$ cat src/rtl/score_bcd_counter.sv
// Piano-game score keeper: 4-digit saturating BCD score, miss counter,
// IDLE/PLAY/OVER control and the digit-scan select for the display stage.
module score_bcd_counter #(
  parameter int unsigned SCAN_DIV_BITS = 17,
  parameter int unsigned MAX_MISS      = 3
) (
  input  logic       clk,
  input  logic       rst,
  input  logic       start,
  input  logic       hit,
  input  logic       miss,
  output logic [3:0] four_bcd,
  output logic [3:0] three_bcd,
  output logic [3:0] two_bcd,
  output logic [3:0] one_bcd,
  output logic [1:0] clk_scan,
  output logic [3:0] miss_cnt,
  output logic       playing,
  output logic       game_over
);

  localparam int unsigned DIGIT_W = 4;
  localparam int unsigned SCORE_W = 4 * DIGIT_W;

  typedef enum logic [1:0] {
    IDLE = 2'd0,
    PLAY = 2'd1,
    OVER = 2'd2
  } state_t;

  state_t                   state, state_n;
  logic [SCORE_W-1:0]       score, score_n;
  logic [DIGIT_W-1:0]       miss_n;
  logic [SCAN_DIV_BITS-1:0] div;
  logic                     start_q, hit_q, miss_q;
  logic                     armed;
  logic                     start_rise, hit_rise, miss_rise;

  // Saturating 4-digit BCD increment; 9999 holds.
  function automatic logic [SCORE_W-1:0] bcd_inc(input logic [SCORE_W-1:0] s);
    logic [SCORE_W-1:0] r;
    logic               carry;
    r     = s;
    carry = 1'b1;
    if (s != 16'h9999) begin
      for (int i = 0; i < 4; i++) begin
        if (carry) begin
          if (r[DIGIT_W*i +: DIGIT_W] == 4'd9) begin
            r[DIGIT_W*i +: DIGIT_W] = 4'd0;
          end else begin
            r[DIGIT_W*i +: DIGIT_W] = r[DIGIT_W*i +: DIGIT_W] + 4'd1;
            carry = 1'b0;
          end
        end
      end
    end
    return r;
  endfunction

  // The first clock after reset only loads the edge registers, so a level
  // already high when reset is released never counts as an event.
  assign start_rise = start & ~start_q & armed;
  assign hit_rise   = hit   & ~hit_q   & armed;
  assign miss_rise  = miss  & ~miss_q  & armed;

  always_ff @(posedge clk or posedge rst) begin
    if (rst) begin
      start_q <= 1'b0;
      hit_q   <= 1'b0;
      miss_q  <= 1'b0;
      armed   <= 1'b0;
      div     <= '0;
    end else begin
      start_q <= start;
      hit_q   <= hit;
      miss_q  <= miss;
      armed   <= 1'b1;
      div     <= div + SCAN_DIV_BITS'(1);
    end
  end

  assign clk_scan = div[SCAN_DIV_BITS-1 -: 2];

  always_comb begin
    state_n = state;
    score_n = score;
    miss_n  = miss_cnt;
    case (state)
      IDLE: begin
        if (start_rise) begin
          state_n = PLAY;
          score_n = '0;
          miss_n  = '0;
        end
      end
      PLAY: begin
        if (start_rise) begin
          score_n = '0;
          miss_n  = '0;
        end else begin
          if (hit_rise) score_n = bcd_inc(score);
          if (miss_rise) begin
            miss_n = miss_cnt + 4'd1;
            if (miss_n == DIGIT_W'(MAX_MISS)) state_n = OVER;
          end
        end
      end
      OVER: begin
        if (start_rise) begin
          state_n = PLAY;
          score_n = '0;
          miss_n  = '0;
        end
      end
      default: state_n = IDLE;
    endcase
  end

  always_ff @(posedge clk or posedge rst) begin
    if (rst) begin
      state     <= IDLE;
      score     <= '0;
      miss_cnt  <= '0;
      playing   <= 1'b0;
      game_over <= 1'b0;
    end else begin
      state     <= state_n;
      score     <= score_n;
      miss_cnt  <= miss_n;
      playing   <= (state_n == PLAY);
      game_over <= (state_n == OVER);
    end
  end

  assign four_bcd  = score[15:12];
  assign three_bcd = score[11:8];
  assign two_bcd   = score[7:4];
  assign one_bcd   = score[3:0];

endmodule

$ cat config.mk
export PLATFORM = sky130hd
export DESIGN_NAME = score_bcd_counter
export DESIGN_NICKNAME = d
export VERILOG_FILES = /design/src/rtl/score_bcd_counter.sv
export SDC_FILE = /design/constraint.sdc
export NUM_CORES = 1
export LEC_CHECK = 0
export BUFFER_PORTS_ARGS = -buffer_cell sky130_fd_sc_hd__buf_2
export CORE_ASPECT_RATIO = 0.75
export CORE_MARGIN = 10
export CORE_UTILIZATION = 50
export CTS_CLUSTER_DIAMETER = 60
export DETAILED_ROUTE_END_ITERATION = 10
export PLACE_DENSITY = 0.76
export SETUP_SLACK_MARGIN = 0.2
export SLEW_MARGIN = 20
export SYNTH_ARGS = -nofsm -noshare
export SYNTH_HDL_FRONTEND = slang
export SYNTH_SLANG_ARGS = --single-unit
$ cat constraint.sdc
create_clock -name clk -period 2.8 [get_ports clk]
set_input_delay 0.42 -clock clk [delete_from_list [all_inputs] [get_ports clk]]
set_output_delay 0.42 -clock clk [all_outputs]
set_load 0.01 [all_outputs]
# Yosys cells after proc, flatten, opt, wreduce, memory -nomap -nowiden
# Index checks and enable logic that the tools add are counted.
# totals
reg_bits	45
input_bits	5
out_inout_bits	24
word_cells	91
# classes
add_sub_neg	6
eq_ne	17
mux	38
bitwise	9
n_reduce_logical	8
# ops
cell	n
two-way mux 16 bit	4
two-way mux 4 bit	10
one-hot mux 16 bit (2 select lines)	1
adder 4 x 1 -> 4 bit, second input constant	5
inequality test 3 bit, second input constant	6
adder 17 x 1 -> 17 bit, second input constant	1
two-way mux 1 bit	17
== test 4 bit, second input constant	4
inequality test 16 bit, second input constant	1
AND reduction 5 bit	3
two-way mux 2 bit	4
one-hot mux 4 bit (2 select lines)	1
AND 1 bit	6
== test 2 x 1 -> 1 bit, second input constant	2
== test 2 bit, second input constant	2
== test 4 x 2 -> 1 bit, second input constant	1
one-hot mux 2 bit (2 select lines)	1
AND reduction 4 bit	1
inverter 1 bit	3
AND reduction 3 bit	1
logical NOT 2 bit	1
inequality test 2 x 1 -> 1 bit, second input constant	1
nonzero test 2 bit	1
OR reduction 2 bit	1

# Depth between registers and ports, before layout
# Gate-level depths: netlist of the first run.
# depth
depth_word	21
ltp_mapped	6
mapped_depth_nobuf	6

# Worst setup path before layout of the first run
# OpenSTA, ideal clock, no wires.
# synth_path
path_kind	register to register
start	register score[12]
end	register score[4]
setup_time_ns	0.125
t_arrival_ns	1.626
required_ns	2.675
slack_ns	1.049
stages_incl_launch_ff	6
n_path_buf	0
period_less_slack_ns	1.751
cell_sequence	dfrtp_1 > ha_1 > and3b_1 > a31oi_1 > o21a_4 > mux2_2
# synth_via
elab_chain_len	3
# synth_rtl
item	line	source
start, declared	32	logic [SCORE_W-1:0] score, score_n;
start signal, assigned	128	score <= score_n;
inequality test 16 bit	45	if (s != 16'h9999) begin
inequality test 3 bit (no source line)	--	
AND reduction 5 bit (no source line)	--	
# Every way passes these cells.
# A chain may end at the register's enable or synchronous reset.

# Worst setup path after layout of the first run
# layout_path
start	register score[1]
end	register score[5]
# layout_via
elab_chain_len	8
word_cells_on_any_way	10
classes_between	eq/ne (4); mux (5); reduce/logical (1)
# layout_rtl
item	line	source
== test 4 bit	48	if (r[DIGIT_W*i +: DIGIT_W] == 4'd9) begin
two-way mux 1 bit	48	
two-way mux 1 bit	45	
two-way mux 1 bit	101	if (hit_rise) score_n = bcd_inc(score);
two-way mux 1 bit	97	if (start_rise) begin
two-way mux 1 bit	88	case (state)
inequality test 3 bit (no source line)	--	
AND reduction 5 bit (no source line) *	--	
# Every way passes the cells marked *; elsewhere a longest branch is shown, timed or not. The select of a mux whose other input is x is not followed.

==> metrics, run 1 <==
Die Ht about 80 um; I/O pin total 29; critical path endpoint category register; PnR worst setup slack between 0.9 and 1 ns; Mapped Cells between 200 and 250; final hold vios 0; antenna viol nets, final 0; Post-synth EDFFs 0; CTS hold repair buffers 0; CP max FO 6; Leak ~1.3 nW; # DRC 0; CP peak stage delay 0.42 ns; Max Slew Vio Count 0; vias per cell a little under 6; Final nets 270; Placed Cells about 300; share of layout cells above drive strength 1 0.224; worst hold path class in2reg; Synth area leaders dfrtp_1, ha_1, xnor2_1; row count 21; Setup Buffers After CTS 0; Initial Utilization 0.531; antenna cells 0; unrepaired setup endpoints after global routing false; sequential cell area fraction in the yosys report 0.462; # port buffers 28; first-pass GRT wire length around 8600 um; Root Driver clkbuf_8; Power Total about 2.1 mW; initial drt markers approximately 190; status completed; crit path from score[1]$_DFFE_PP0P_; clock insertion delay at the later pin of the skew report 0.31 ns; maxcap violations 0; clock transition at the registers of the reported paths around 0.1 ns; drt wl/cell around 16 um; design area approximately 2700 um^2; FF-to-FF path depth 6; die width 101 um; Worst Path Required roughly 3.0 ns; # clock sinks 45; WHS Path Cells 1; crit start category register; H-tree Lvls 2; post-synth net total 240; Critical Path Slowest Stage Cell dfrtp_1; pre-CTS WS 0.968 ns; setup TNS 0 ns; Avg Inst Size Synth 10.9 um^2; YS warnings 0; Post-Synthesis Cell Area roughly 2400 um^2; Core ar. ~4600 um^2; most frequent cell after synthesis dfrtp_1; CTS Buffer Depth 2; vias between 1500 and 2000; most frequent cells after synthesis dfrtp_1, nand3_1, nand2_1, nor2_1; Max Clock Skew between 0.01 and 0.015 ns; die area between 8000 and 9000 um^2; Pre-Repair DR Iteration Count 4; Area after DPL between 2000 and 3000 um^2; delay-heaviest family, CP compound AO/OA/AOI/OAI gates; Slew HR 0.378; CTS tree built; FF+latch count, synth between 40 and 50; worst-margin pin slew between 0.9 and 1 ns; number of CTS-inserted buffers 5; routed wire length between 4000 and 5000 um; worst path cell trace inv_1 -> ha_1 -> nand3b_1 -> a31oi_1 -> o21a_4 -> mux2_2; Worst Hold Launch hit; post-route clock period utilization 0.671; Tot GR Track Use 0.129; crit path time final around 1.9 ns; vias in the first global route approximately 1700; Peak VDD IR 402 uV; Post-synth ARST share 1.00; worst r2r src score[1]$_DFFE_PP0P_; initial antenna violation count 0; top cell type's share of synthesized area 0.462; PostCTS Resize Cnt 0; Layout Cells excl Fill 312; Yosys cell types 60; ys flop type dfrtp_1; max frequency ~530 MHz; CP Depth 6; global route total overflow 0; CP bufs+invs 1; Synth area leader dfrtp_1; hpwl dp approximately 3600 um; number of setup violations in the final report 0; area growth from synthesis to layout 10.9%; P per Cell Area roughly 770 nW/um^2; Arr. time, crit path roughly 2.1 ns; routability cong. ~0.81; crit path kind reg2reg; largest net degree at the start of global routing 46
-- where the power goes --
group / switching, mW / internal (mW) / total (mW)
Sequential: 0.175 / 0.763 / 0.938
Combinational: 0.416 / 0.308 / 0.724
Clock: 0.242 / 0.180 / 0.423
Total: 0.833 / 1.25 / 2.08
-- layout by cell type, fill, tap and decap left out, types with 3 or more instances in the layout --
master and count:
buf_2 28, dfrtp_1 45, and4_1 3, mux2i_1 3, xnor2_1 12, o22ai_1 3, inv_1 11, mux2_2 6
o21ai_0 4, xor2_1 4, and3_1 3, nor3_1 7, and3b_1 5, nand3b_1 5, clkbuf_8 5, o221ai_1 3
nand3_1 14, nand2_1 13, nand4_1 4, o211ai_1 3, nor2_1 13, ha_1 11
-- layer usage --
| metal | global-route usage | part of all wire | vias up |
|---|---|---|---|
| met3 | 0.0351 | 0.071 | 10 |
| met2 | 0.183 | 0.42 | 55 |
| met1 | 0.184 | 0.50 | 852 |
| li1 | - | - | 884 |
| met4 | 0.0408 | 0.012 | 0 |
| met5 | 0 | 0 | - |
-- final timing paths --
| check | endpoint | slack, ns |
|---|---|---|
| min reg2reg | div[0]$_DFF_PP0_ | 0.47 |
| max | score[5]$_DFFE_PP0P_ | 0.92 |
| max reg2reg | score[5]$_DFFE_PP0P_ | 0.92 |
| min in group asynchronous | score[14]$_DFFE_PP0P_ | 0.32 |
| max in group asynchronous | score[9]$_DFFE_PP0P_ | 1.89 |
| min | hit_q$_DFF_PP0_ | 0.24 |
-- sequential cells by signal, indices dropped and copies added (netlist names) --
name       cells
armed          1
state          2
playing        1
div           17
hit_q          1
score         16
start_q        1
game_over      1
miss_cnt       4
miss_q         1
-- final cells by class --
type	count	area (um^2)
Fill cell	374	1890
Multi-Input combinational cell	162	1230
Sequential cell	45	1130
Timing Repair Buffer	28	140
Tap cell	57	71.3
Clock buffer	5	68.8
Inverter	12	45.0
Clock inverter	3	25.0
-- logic make-up (layout without fill, tap and decap cells) --
logic type | count (synthesis) | after routing | synth area share
adder cells (fa/ha/maj) | 11 | 11 | 0.0564
multiplexers | 9 | 9 | 0.0400
buffers and inverters | 17 | 48 | 0.0344
XOR/XNOR | 16 | 16 | 0.0574
AND/OR/NAND/NOR | 85 | 85 | 0.213
AO/OA/AOI/OAI | 40 | 40 | 0.136
flip-flops | 45 | 45 | 0.462
other | 1 | 1 | 0.00154
-- worst register-to-register path: stages, from the launching register on --
cell      delay [ns]
dfrtp_1         0.42
inv_1           0.08
ha_1            0.16
nand3b_1        0.22
a31oi_1         0.36
o21a_4          0.20
mux2_2          0.32
-- stage by stage --
stage          hold slack, ns   util
6_report                0.238  0.589
4_1_cts                 0.239  0.589
2_1_floorplan           0.422      -
5_1_grt                 0.238  0.589
3_3_place_gp            0.447  0.568
3_5_place_dp            0.452  0.568
No activity file was read; power rests on OpenSTA's default activity.
==> inputs of run 2 (changes only) <==
--- a/config.mk
+++ b/config.mk
@@ -5,13 +5,14 @@
 export SDC_FILE = /design/constraint.sdc
 export NUM_CORES = 1
 export LEC_CHECK = 0
+export ABC_AREA = 1
 export BUFFER_PORTS_ARGS = -buffer_cell sky130_fd_sc_hd__buf_2
 export CORE_ASPECT_RATIO = 0.75
 export CORE_MARGIN = 10
 export CORE_UTILIZATION = 50
 export CTS_CLUSTER_DIAMETER = 60
 export DETAILED_ROUTE_END_ITERATION = 10
-export PLACE_DENSITY = 0.76
+export PLACE_DENSITY = 0.79
 export SETUP_SLACK_MARGIN = 0.2
 export SLEW_MARGIN = 20
 export SYNTH_ARGS = -nofsm -noshare
==> constraint.sdc (replaced) <==
create_clock -name clk -period 1.7 [get_ports clk]
set_input_delay 0.255 -clock clk [delete_from_list [all_inputs] [get_ports clk]]
set_output_delay 0.255 -clock clk [all_outputs]
set_load 0.01 [all_outputs]
==> run 2 against run 1 <==
Compared with the run above:
- first-iteration DRC count shrank 57%
- sequential power is 54% higher
- worst setup slack got worse by 0.71 ns
- non-clock buffer count up 10
- critical path type unchanged
- critical path depth increased by 4
==> metrics, run 2 <==
Placed Cells 367 (+21%); clock insertion delay at the later pin of the skew report 0.31 ns (about the same); # DRC 0 (unchanged); critical path endpoint category register; crit path kind reg2reg; most frequent cells after synthesis nand2_1, dfrtp_1, inv_1; FF+latch count, synth 45 (unchanged); area growth from synthesis to layout 17.5%; Pre-Repair DR Iteration Count 4 (unchanged); worst hold path class in2reg; CTS hold repair buffers 0 (unchanged); Avg Inst Size Synth 8.59 um^2 (-21%); Tot GR Track Use 0.131 (+0.00190); Final nets 340 (+26%); unrepaired setup endpoints after global routing true; routed wire length 5050 um (+2.0%); internal cell power 1.99 mW (+59%); Synth area leaders dfrtp_1, nand2_1, ha_1; routability cong. 0.797 (-2.1%); CP max FO 7 (+1); antenna cells 0 (unchanged); most frequent cells in the layout nand2_1, dfrtp_1, inv_1; post-synthesis adder-cell area fraction 0.0570 (+0.000614); crit start category register; vias 1925 (+6.9%); die width 100 um (-0.43%); maxcap violations 0 (unchanged); sequential cell area fraction in the yosys report 0.467 (+0.00502); H-tree Lvls 2 (unchanged); max frequency 670 MHz (+26%); Most flops, register div; vias in the first global route 1964 (+14%); status completed; Slew HR 0.628 (+0.250); crit path time final 1.49 ns (-0.386 ns); P per Cell Area 1150 nW/um^2 (+49%); setup TNS 0 ns (unchanged); Post-Synthesis Cell Area 2410 um^2 (-1.1%); largest net degree at the start of global routing 46 (unchanged); Leak 1.48 nW (+15%); top flop regs div x17, score x16, miss_cnt x4; Mapped Cells 281 (+25%); worst-margin pin slew 0.558 ns (-0.374 ns); max reg flops 17 (unchanged); hpwl dp 3530 um (-2.4%); vias per cell 5.04 (-13%); Post-synth ARST share 1.00 (unchanged); Yosys cell types 27 (-55%); post-route clock period utilization 0.878 (+0.207); most common cell after layout, fill and taps aside nand2_1; Root Driver clkbuf_8; Post-synth EDFFs 0 (unchanged); row count 21 (unchanged); CTS tree built; post-synth net total 297 (+24%); final hold slack 0.0633 ns (-0.175 ns); Max Clock Skew 0.00549 ns (-0.00510 ns); share of layout cells above drive strength 1 0.225 (+0.00109); initial antenna violation count 0 (unchanged); Die Ht 80.2 um (-0.40%); post-synthesis mux area share 0 (-0.0400); number of CTS-inserted buffers 5 (unchanged); CTS Buffer Depth 2 (unchanged); Peak VDD IR 579 uV (+44%); Core ar. 4570 um^2 (-0.57%); most frequent cell after synthesis nand2_1; top cell type's share of synthesized area 0.467 (+0.00502); Comb pwr share 0.347 (about the same); Net Sw Frac 0.391 (-0.00893); global route total overflow 0 (unchanged); Net Switching 1.28 mW (+53%); ys flop type dfrtp_1; Worst Hold Launch hit; sequential fraction of design power 0.441 (-0.009); die area 8040 um^2 (-0.83%); complex-gate fraction of the synthesized area 0.0295 (-0.106); clock power share 0.212 (+0.009); crit path from score[5]$_DFFE_PP0P_; simple-gate share of the synthesized area 0.304 (+0.0910); Worst Path Required 1.93 ns (-1.06 ns); clock transition at the registers of the reported paths 0.09 ns (about the same); antenna viol nets, final 0 (unchanged); Arr. time, crit path 1.72 ns (-0.35 ns); # clock sinks 45 (unchanged); YS warnings 0 (unchanged); Initial Utilization 0.528 (-0.00270); # port buffers 28 (unchanged); first-pass GRT wire length 8780 um (+1.9%); initial drt markers 83 (-57%); Synth area leader dfrtp_1; I/O pin total 29 (unchanged); number of setup violations in the final report 0 (unchanged); drt wl/cell 13.2 um (-17%); Layout Cells excl Fill 382 (+22%); worst r2r src score[5]$_DFFE_PP0P_; final hold vios 0 (unchanged); Synth Area in XOR/XNOR 0.0762 (+0.0188); largest family of logic cells by synthesized area simple AND/OR/NAND/NOR gates; Max Slew Vio Count 0 (unchanged)
==> run 2: layer usage <==
layer	global-route usage	vias to the layer above	share of wire
met5	0	-	0
met4	0.0451	0	0.012
met3	0.0393	8	0.047
met2	0.217	24	0.48
met1	0.159	906	0.46
li1	-	987	-
==> run 2: what timing repair did <==
| item | in CTS | in global routing |
|---|---|---|
| pin swaps | 3 | 0 |
| setup endpoints to repair | 16 | 18 |
| buffers inserted | 4 | 1 |
| resized for setup | 5 | 10 |
| gates cloned | 1 | 1 |
==> run 2: critical path: stages (launching register included) <==
cell and delay (ns):
dfrtp_1 0.39, inv_1 0.06, ha_2 0.19, nand2_2 0.08
nor2_4 0.11, nand2_2 0.08, nor2_4 0.15, nand2_4 0.11
nand2_4 0.11, nand2_1 0.05, o21ai_1 0.08
==> run 2: cell families (layout without fill, tap and decap cells) <==
logic type | Yosys count | after routing
AOI/OAI and AO/OA | 12 | 12
xor gates and xnor gates | 21 | 21
adders and majority gates | 11 | 11
buffers and inverters | 36 | 78
DFF | 45 | 45
other | 1 | 1
and+or+nand+nor | 155 | 157
==> run 2: power groups by stage <==
| stage | Clock (mW) | Combinational (mW) | Sequential (mW) |
|---|---|---|---|
| 2_1_floorplan | 0 | 0.584 | 1.53 |
| 3_3_place_gp | 0 | 1.00 | 1.46 |
| 3_5_place_dp | 0 | 1.03 | 1.47 |
| 4_1_cts | 0.715 | 1.10 | 1.44 |
| 5_1_grt | 0.754 | 1.30 | 1.47 |
| 6_report | 0.693 | 1.13 | 1.44 |
==> run 2: worst paths after layout <==
| check | endpoint | slack (ns) | cells after the start |
|---|---|---|---|
| setup / recovery | score[3]$_DFFE_PP0P_ | 0.21 | 10 |
| hold reg to reg | div[0]$_DFF_PP0_ | 0.45 | 1 |
| max in group asynchronous | miss_cnt[2]$_DFFE_PP0P_ | 1.25 | 3 |
| hold / removal | hit_q$_DFF_PP0_ | 0.06 | 1 |
| min in group asynchronous | score[5]$_DFFE_PP0P_ | 0.07 | 3 |
| setup reg to reg | score[3]$_DFFE_PP0P_ | 0.21 | 10 |
==> run 2: area by class of cell <==
cell class | instances | area (um^2)
multi-input cells | 202 | 1200
flip-flops and latches | 45 | 1130
clock buffers | 5 | 68.8
fillers | 412 | 1740
inverters | 32 | 120
clock inverters | 3 | 25.0
repair buffers | 38 | 228
well taps | 57 | 71.3
==> run 2: metrics by stage <==
| stage | worst slack, ns | total power, mW | util | area, um^2 |
|---|---|---|---|---|
| after global routing | 0.0629 | 3.53 | 0.620 | 2840 |
| after global placement | 0.203 | 2.46 | 0.574 | 2630 |
| final | 0.207 | 3.27 | 0.620 | 2840 |
| after detailed placement | 0.148 | 2.50 | 0.574 | 2630 |
| after floorplan | 0.215 | 2.11 | - | 2410 |
| after CTS | 0.211 | 3.25 | 0.610 | 2790 |
